## src/rtl/shift_reg_seq.sv

```systemverilog
// Command sequencer for a looping shift register: takes one load/shift command
// per handshake, drives the register control lines, then captures the final q.
module shift_reg_seq #(
  parameter int WIDTH = 4,
  parameter int CNT_W = 4
) (
  input  logic             clk,
  input  logic             rst,
  input  logic             cmd_valid,
  output logic             cmd_ready,
  input  logic             cmd_load,
  input  logic             cmd_dir,
  input  logic [CNT_W-1:0] cmd_count,
  input  logic [WIDTH-1:0] cmd_data,
  input  logic             abort,
  input  logic [WIDTH-1:0] sr_q,
  output logic [WIDTH-1:0] sr_d_in,
  output logic             sr_ld,
  output logic             sr_s_cnt,
  output logic             sr_sr,
  output logic             sr_sl,
  output logic             busy,
  output logic             done,
  output logic             aborted,
  output logic [WIDTH-1:0] result
);

  localparam logic [1:0] IDLE    = 2'd0;
  localparam logic [1:0] LOAD    = 2'd1;
  localparam logic [1:0] SHIFT   = 2'd2;
  localparam logic [1:0] CAPTURE = 2'd3;

  localparam logic [CNT_W-1:0] CNT_ONE = {{(CNT_W-1){1'b0}}, 1'b1};

  logic [1:0]       state;
  logic             dir_q;
  logic [CNT_W-1:0] remaining;
  logic [WIDTH-1:0] data_q;
  logic             abort_flag;

  // Abort gates the control lines in the same cycle so the register never moves.
  always_comb begin
    cmd_ready = (state == IDLE) && rst;
    busy      = (state != IDLE);
    sr_d_in   = data_q;
    sr_ld     = (state == LOAD) && !abort;
    sr_s_cnt  = (state == SHIFT) && !abort;
    sr_sr     = sr_s_cnt && !dir_q;
    sr_sl     = sr_s_cnt && dir_q;
  end

  always_ff @(posedge clk) begin
    if (!rst) begin
      state      <= IDLE;
      dir_q      <= 1'b0;
      remaining  <= '0;
      data_q     <= '0;
      abort_flag <= 1'b0;
      done       <= 1'b0;
      aborted    <= 1'b0;
      result     <= '0;
    end else begin
      done <= 1'b0;
      case (state)
        IDLE: begin
          if (cmd_valid) begin
            dir_q      <= cmd_dir;
            remaining  <= cmd_count;
            data_q     <= cmd_data;
            abort_flag <= 1'b0;
            if (cmd_load)
              state <= LOAD;
            else if (cmd_count != '0)
              state <= SHIFT;
            else
              state <= CAPTURE;
          end
        end
        LOAD: begin
          if (abort) begin
            abort_flag <= 1'b1;
            state      <= CAPTURE;
          end else if (remaining != '0) begin
            state <= SHIFT;
          end else begin
            state <= CAPTURE;
          end
        end
        SHIFT: begin
          if (abort) begin
            abort_flag <= 1'b1;
            state      <= CAPTURE;
          end else begin
            remaining <= remaining - CNT_ONE;
            if (remaining == CNT_ONE)
              state <= CAPTURE;
          end
        end
        CAPTURE: begin
          // The last shift landed at the previous edge, so q is settled here.
          result  <= sr_q;
          done    <= 1'b1;
          aborted <= abort_flag;
          state   <= IDLE;
        end
        default: state <= IDLE;
      endcase
    end
  end

endmodule

```

## config.mk

```make
export PLATFORM = sky130hd
export DESIGN_NAME = shift_reg_seq
export DESIGN_NICKNAME = d
export VERILOG_FILES = /design/src/rtl/shift_reg_seq.sv
export SDC_FILE = /design/constraint.sdc
export NUM_CORES = 1
export LEC_CHECK = 0
export CAP_MARGIN = 5
export CORE_MARGIN = 10
export CORE_UTILIZATION = 44
export CTS_CLUSTER_DIAMETER = 80
export DETAILED_ROUTE_END_ITERATION = 8
export PLACE_DENSITY = 0.87
export SYNTH_ARGS = -nofsm -noshare
export SYNTH_HDL_FRONTEND = slang
export SYNTH_SLANG_ARGS = --single-unit
```

## constraint.sdc

```tcl
create_clock -name clk -period 2.1 [get_ports clk]
set_clock_uncertainty 0.15 [all_clocks]
set_input_delay 0.42 -clock clk [delete_from_list [all_inputs] [get_ports clk]]
set_output_delay 0.42 -clock clk [all_outputs]
set_load 0.02 [all_outputs]
```

* After elaboration in Yosys (flattened, before gate mapping)
Index checks and enable logic that the tools add are counted.
** Word-level totals
- Register bits :: 18
- Bits of input ports :: 18
- Output and inout bits :: 16
- Logic and storage cells :: 50
** Cells by class
- Add/subtract/negate cells :: 1
- Equal/unequal tests :: 8
- Mux-type cells :: 15
- Reduce and logical (&&, ||, !) cells :: 18
** Operators by type and width (number)
- two-way mux 2 bit :: 4
- two-way mux 4 bit :: 2
- one-hot mux 2 bit (4 select lines) :: 1
- one-hot mux 4 bit (2 select lines) :: 1
- nonzero test 4 bit :: 2
- two-way mux 1 bit :: 6
- AND reduction 3 bit :: 2
- nonzero test 2 bit :: 3
- logical AND 1 bit :: 5
- equality test 2 bit, second input constant :: 2
- equality test 4 x 1 -> 1 bit, second input constant :: 1
- != test 2 bit, second input constant :: 2
- AND reduction 2 bit :: 2
- subtractor 4 x 1 -> 4 bit, second input constant :: 1
- != test 3 x 2 -> 1 bit, second input constant :: 1
- equality test 2 x 1 -> 1 bit, second input constant :: 1
- logical NOT 1 bit :: 2
- logical NOT 2 bit :: 1
- != test 2 x 1 -> 1 bit, second input constant :: 1
- one-hot mux 1 bit (2 select lines) :: 1
- OR reduction 2 bit :: 1

* Depth between registers and ports, before layout
Gate-level depths: netlist of run 1.
- Word-level depth :: 5
- Depth in mapped cells :: 7
- Gate-level depth less buffers :: 7

* Worst setup path before layout of run 1
No wires, ideal clock.
- Kind :: register -> output
- Start :: register state[0]
- End :: output cmd_ready
- Arrival time :: 1.136 ns
- Required time :: 1.530 ns
- Slack :: 0.394 ns
- Stages on the path, launching flop included :: 6
- Path buffers :: 1
- Cells stage by stage :: dfxtp_1 inv_1 ha_1 buf_4 inv_1 nor2_1
** Between the ends
- Longest elaborated chain between the ends :: 2
** Ends and longest elaborated chain
- start, declared :: line 35 : logic [1:0] state;
- start signal, assigned :: line 54 : state <= IDLE;
- start signal, assigned :: line 72 : state <= LOAD;
- start signal, assigned :: line 74 : state <= SHIFT;
- logical NOT 2 bit :: line 43 : cmd_ready = (state == IDLE) && rst;
- logical AND 1 bit :: line 43
- end, declared :: line 10 : output logic cmd_ready,
Every way passes these cells.

* Final worst setup path of run 1
- Start :: input abort
- End :: output sr_sl
** Between the ends
- Longest elaborated chain between the ends :: 3
** Ends and longest elaborated chain
- start, declared :: line 15 : input logic abort,
- logical NOT 1 bit :: line 47 : sr_s_cnt = (state == SHIFT) && !abort;
- logical AND 1 bit :: line 47
- logical AND 1 bit :: line 49 : sr_sl = sr_s_cnt && dir_q;
- end, declared :: line 21 : output logic sr_sl,
Every way passes these cells.

==> run metrics, run 1 <==
Overall Global Routing Usage 0.121; Via density 5.01; CTS tree done; share of cells above drive strength 1 0.170; outcome finished, final reports clean; WP data arrival 1490 ps; Peak VDD IR 0.723 mV; Ys Warns 0; gpl congestion 0.817; RSZ-0062 raised after global routing no; Least-Margin Pin Slew 318 ps; DP HPWL 2.12 mm; Area contributors post-synth dfxtp_1 37%, ha_1 10%, mux2i_1 6.2%; top cell type's share of synthesized area 0.371; WL/cell 14.6 microns; Setup Viol. Count Final 0; Critical Path Slowest Stage Cell clkdlybuf4s50_1; PortBufs 33; fin. max-slew vios 0; Antenna Nets Post-Route 0; Die ar. 0.00449 sq mm; Reg clk slew, reported paths 100 ps; Final period util 0.981; Max Buffers Root-to-Sink 2; MaxCap Viol Count 0; Iteration-0 DRC Markers 40; Inst Count DP 176; via count 902; largest net degree at the start of global routing 17; LEAKAGE 0.000585 uW; net count after synthesis 137; WHS 311 ps; synthesized flop and latch total 18; first-pass GRT wire length 4.26 mm; Setup WS pre-CTS -297 ps; total grt overflow 0; Worst R2R Setup Slack 340 ps; IO Pins 34; Total Power 1640 uW; cell taking the most area after synthesis dfxtp_1; site row count 16; Rel. slew slack 0.788; Synth-to-Final Area Change 46.1%; crit path kind in -> out; H-tree Lvls 1; critical path peak fanout 3; DRT Pass-1 Iters 4; crit-path cells clkdlybuf4s50_1, nand2b_4, inv_2, and2_1, clkdlybuf4s15_2; # DRC 0; Critical Path RT 1530 ps; core footprint 0.00202 sq mm; Yosys cell types 31; post-layout min period 2060 ps; vias in the first global route 899; Sink Count 18; Die X 67.0 microns; non-filler cells, final 180; power per cell area 1160 mW/mm^2; f_max 485 MHz; HP Class reg -> reg; Die Y 67.0 microns; WL final 2.62 mm; Starting Density 0.481; Root Buffer clkbuf_4; Mapped Cells 111; ant diodes 0; cts bufs inserted 3; fin nets 180; clock latency on the worst-skew pair 280 ps; placed inst area 0.00138 sq mm; CP Capture Type output pin; Worst path max stage delay 490 ps; startpoint types primary input; Top delay family on crit path buffers and inverters; Final Cell Area 0.00142 sq mm; Worst Slack Setup Final 39.8 ps; Syn Area/Cell 8.76 sq um; cell area after synthesis 972 sq um; worst path bufs/invs 3; initial antenna violation count 0; final hold viol count 0; register area share after synthesis 0.371
[cell usage in the layout (no fill, tap or decap), drive strengths merged]
master and instances:
clkdlybuf4s50 27, dfxtp 18, a21oi 13, nand2 11, nor2 11, buf 9, inv 8, ha 8
mux2i 6, o21ai 6, nand3 5, clkbuf 4, nor3b 3, a211o 3, dlygate4sd2 3, nand2b 3
clkdlybuf4s15 3, and2 2, nor2b 2, clkinv 1, or3 1, and2b 1, o32ai 1, nor3 1
nor4 1, o22ai 1, o21bai 1
[timing repair]
action	4_1_cts	5_1_grt
hold buffers	0	0
setup endpoints to repair	6	3
gates resized for setup	8	3
setup buffers	0	0
[routing by layer]
metal | GRT usage | share of wire | wire (microns)
met4 | 0.0718 | 0.028 | 74
met5 | 0 | 0 | 0
met3 | 0.0217 | 0.059 | 154
met2 | 0.213 | 0.51 | 1350
met1 | 0.131 | 0.40 | 1040
[per-stage QoR]
step,utilization,setup TNS [ps]
floorplan,-,0
global placement,0.684,-890
detailed placement,0.684,-1080
CTS,0.700,0
global route,0.702,0
finish,0.702,0
[final timing paths]
| kind | start | end | depth (start not counted) |
|---|---|---|---|
| setup / recovery | abort | sr_sl | 5 |
| hold / removal | sr_d_in[1] | sr_d_in[1] | 2 |
| setup reg to reg | state[0] | remaining[1] | 7 |
| hold reg to reg | sr_d_in[1] | sr_d_in[1] | 2 |
[state kept, by name, indices dropped and copies added, names as in the netlist]
name and flops:
done 1, result 4, remaining 4, abort_flag 1, aborted 1, dir_q 1, state 2, sr_d_in 4
[where the power goes]
part / total, uW / leakage, uW / internal (uW) / switching (uW)
combinational: 951 / 0.000417 / 448 / 503
clock: 207 / 0.0000210 / 105 / 102
sequential: 486 / 0.000147 / 420 / 66.5
[worst reg2reg max path, stage by stage (launching register included)]
cell and delay, ps:
dfxtp_1 340, inv_1 70, ha_2 210, buf_4 180, and2b_4 270, o21ai_4 80, a211o_1 290, a21oi_2 120
[cells in the mapped netlist]
library cell	instances
nand2b_1	1
clkinv_1	1
o21bai_1	1
inv_2	1
o22ai_1	1
and2_1	2
or3_4	1
o21ai_0	4
a21oi_2	2
a211o_1	3
buf_4	1
nand2b_4	2
nor3_1	1
inv_1	7
nor4_1	1
o32ai_2	1
nand3_1	5
buf_2	1
mux2i_1	6
nor2b_1	2
ha_1	8
clkbuf_1	2
a21oi_1	11
nor3b_1	3
dfxtp_1	18
nor2_1	10
o21ai_2	1
nand2_1	11
o21ai_4	1
nor2_2	1
and2b_4	1
[logic make-up (layout without fill, tap and decap cells)]
kind of cell               count (synthesis)  in the layout  synth area share
and+or+nand+nor                           41             41             0.230
adders and majority gates                  8              8             0.103
DFF                                       18             18             0.371
muxes                                      6              6            0.0618
buffers and inverters                     13             55            0.0553
AOI/OAI and AO/OA                         25             25             0.179
[final cells by class]
class                   instances  area, sq um
inverters                       9         33.8
multi-input cells              80          561
fillers                       153          602
flip-flops and latches         18          360
repair buffers                 42          395
clock buffers                   4         36.3
well taps                      27         33.8
Power figures use the tool's default switching activity.
==> run 2, diff against run 1 <==
--- a/config.mk
+++ b/config.mk
@@ -16 +16,2 @@
 export SYNTH_SLANG_ARGS = --single-unit
+export TNS_END_PERCENT = 30
--- a/constraint.sdc
+++ b/constraint.sdc
@@ -4,2 +4,2 @@
 set_output_delay 0.42 -clock clk [all_outputs]
-set_load 0.02 [all_outputs]
+set_load 0.05 [all_outputs]
==> run metrics, run 2 (same netlist as run 1, synthesis figures left out) <==
outcome finished, final reports clean; startpoint types register; WHS 313 ps (+1.75 ps); Reg clk slew, reported paths 100 ps (about the same); Overall Global Routing Usage 0.126 (+0.00454); Total Neg Setup Slack 0 ps (unchanged); Die Y 67.0 microns (unchanged); Die ar. 0.00449 sq mm (unchanged); Peak VDD IR 0.669 mV (-7.4%); Synth-to-Final Area Change 50.5%; initial antenna violation count 0 (unchanged); Worst path max stage delay 810 ps (+320 ps); LEAKAGE 0.000582 uW (-0.43%); Hold Path Stages 2 (unchanged); fin. max-slew vios 0 (unchanged); H-tree Lvls 1 (unchanged); gpl congestion 0.823 (+0.71%); Worst R2R Setup Slack 360 ps (+20 ps); Iteration-0 DRC Markers 25 (-38%); total grt overflow 0 (unchanged); largest net degree at the start of global routing 17 (unchanged); share of cells above drive strength 1 0.215 (+0.0448); WL final 2.67 mm (+1.7%); first-pass GRT wire length 4.44 mm (+4.0%); CP Capture Type output pin; clock latency on the worst-skew pair 290 ps (about the same); CP Depth 1 (-4); Root Buffer clkbuf_4; ant diodes 0 (unchanged); critical path peak fanout 2 (-1); PortBufs 33 (unchanged); RSZ-0062 raised after global routing no; fin nets 177 (-1.7%); site row count 16 (unchanged); Worst Setup SP sr_d_in[2]; Top delay family on crit path buffers and inverters; # DRC 0 (unchanged); cts bufs inserted 3 (unchanged); CTS tree done; Via density 5.09 (+1.6%); Setup Viol. Count Final 0 (unchanged); f_max 497 MHz (+2.4%); Critical Path Slowest Stage Cell clkdlybuf4s50_1; most frequent cells in the layout 26 x clkdlybuf4s50_1, 17 x dfxtp_1, 11 x nand2_1, 11 x a21oi_1, 8 x nor2_1; DP HPWL 2.14 mm (+0.76%); Antenna Nets Post-Route 0 (unchanged); Rel. slew slack 0.659 (-0.128); capture point of the worst reg-to-reg path state[1]; Final period util 0.958 (-0.0233); WP data arrival 1440 ps (-50 ps); leading cell type in the layout, fill and taps excluded clkdlybuf4s50_1; power per cell area 1260 mW/mm^2 (+9.0%); MaxCap Viol Count 0 (unchanged); final hold viol count 0 (unchanged); R2R cell count 7 (unchanged); core footprint 0.00202 sq mm (unchanged); Post-CTS Setup Inserts 0 (unchanged); Die X 67.0 microns (unchanged); CP endpoint sr_d_in[2]; worst r2r src state[1]; HP Class reg -> reg; WL/cell 15.1 microns (+4.0%); DRT Pass-1 Iters 4 (unchanged); Least-Margin Pin Slew 509 ps (+191 ps); Max Buffers Root-to-Sink 2 (unchanged); Sink Count 18 (unchanged); IO Pins 34 (unchanged); crit path kind reg -> out; worst path bufs/invs 1 (-2); Critical Path RT 1530 ps (about the same); Starting Density 0.481 (unchanged); crit-path cells clkdlybuf4s50_1; post-layout min period 2010 ps (-48.9 ps); vias in the first global route 955 (+6.2%); via count 896 (-0.67%)
-- run 2: cell types whose count changed in the layout (fill, tap and decap cells not counted), moves of 2 or more --
cell,delta
nor2_2,+2
nor2_1,-2
buf_12,+6
dlygate4sd2_1,-3
buf_4,-2
clkdlybuf4s15_1,-2
-- run 2: per-stage QoR --
step / worst slack (ps) / power (uW) / instance area [sq um] / std cells / utilization
5_1_grt: 1.37 / 1980 / 1460 / 176 / 0.723
6_report: 88.7 / 1850 / 1460 / 176 / 0.723
2_1_floorplan: 98.3 / 1270 / 975 / 111 / -
4_1_cts: 55.5 / 1850 / 1460 / 176 / 0.720
3_3_place_gp: 140 / 1610 / 1420 / 173 / 0.703
3_5_place_dp: 90.7 / 1660 / 1420 / 173 / 0.703
-- run 2: worst min-delay path by stage --
stage	start	endpoint	slack, ps
after floorplan	dir_q	dir_q	300
after global placement	sr_d_in[0]	sr_d_in[0]	290
after detailed placement	sr_d_in[2]	sr_d_in[2]	300
after CTS	sr_d_in[2]	sr_d_in[2]	310
after global routing	sr_d_in[3]	sr_d_in[3]	350
final	sr_d_in[2]	sr_d_in[2]	310
-- run 2: per-layer routing --
metal	part of all wire	vias up	global-route usage
li1	-	452	-
met1	0.39	423	0.126
met2	0.54	19	0.232
met3	0.057	2	0.0418
met4	0.013	0	0.0462
met5	0	-	0
-- run 2: power breakdown --
group	internal, uW	switching (uW)	total [uW]
Sequential	422	74.0	496
Combinational	542	641	1180
Clock	66.7	101	168
Total	1030	816	1850
-- run 2: what timing repair did --
item                                    CTS  global route
hold endpoints to repair                  0             0
gates resized for setup                   2             3
endpoints found under the setup margin    3             3
hold buffers                              0             0
-- run 2: worst reg2reg max path, cell delays in order (launching register included) --
cell and delay (ps):
dfxtp_1 440, inv_1 120, ha_2 210, buf_4 170, nand2b_4 100, o21ai_2 90, a211o_1 290, a21oi_2 130
-- run 2: final cells by class --
class / instances / area [sq um]
timing repair buffer: 39 / 433
tap: 27 / 33.8
fill: 151 / 559
clock buffer: 3 / 22.5
inverter: 9 / 33.8
sequential: 18 / 362
multi-input combinational: 80 / 578
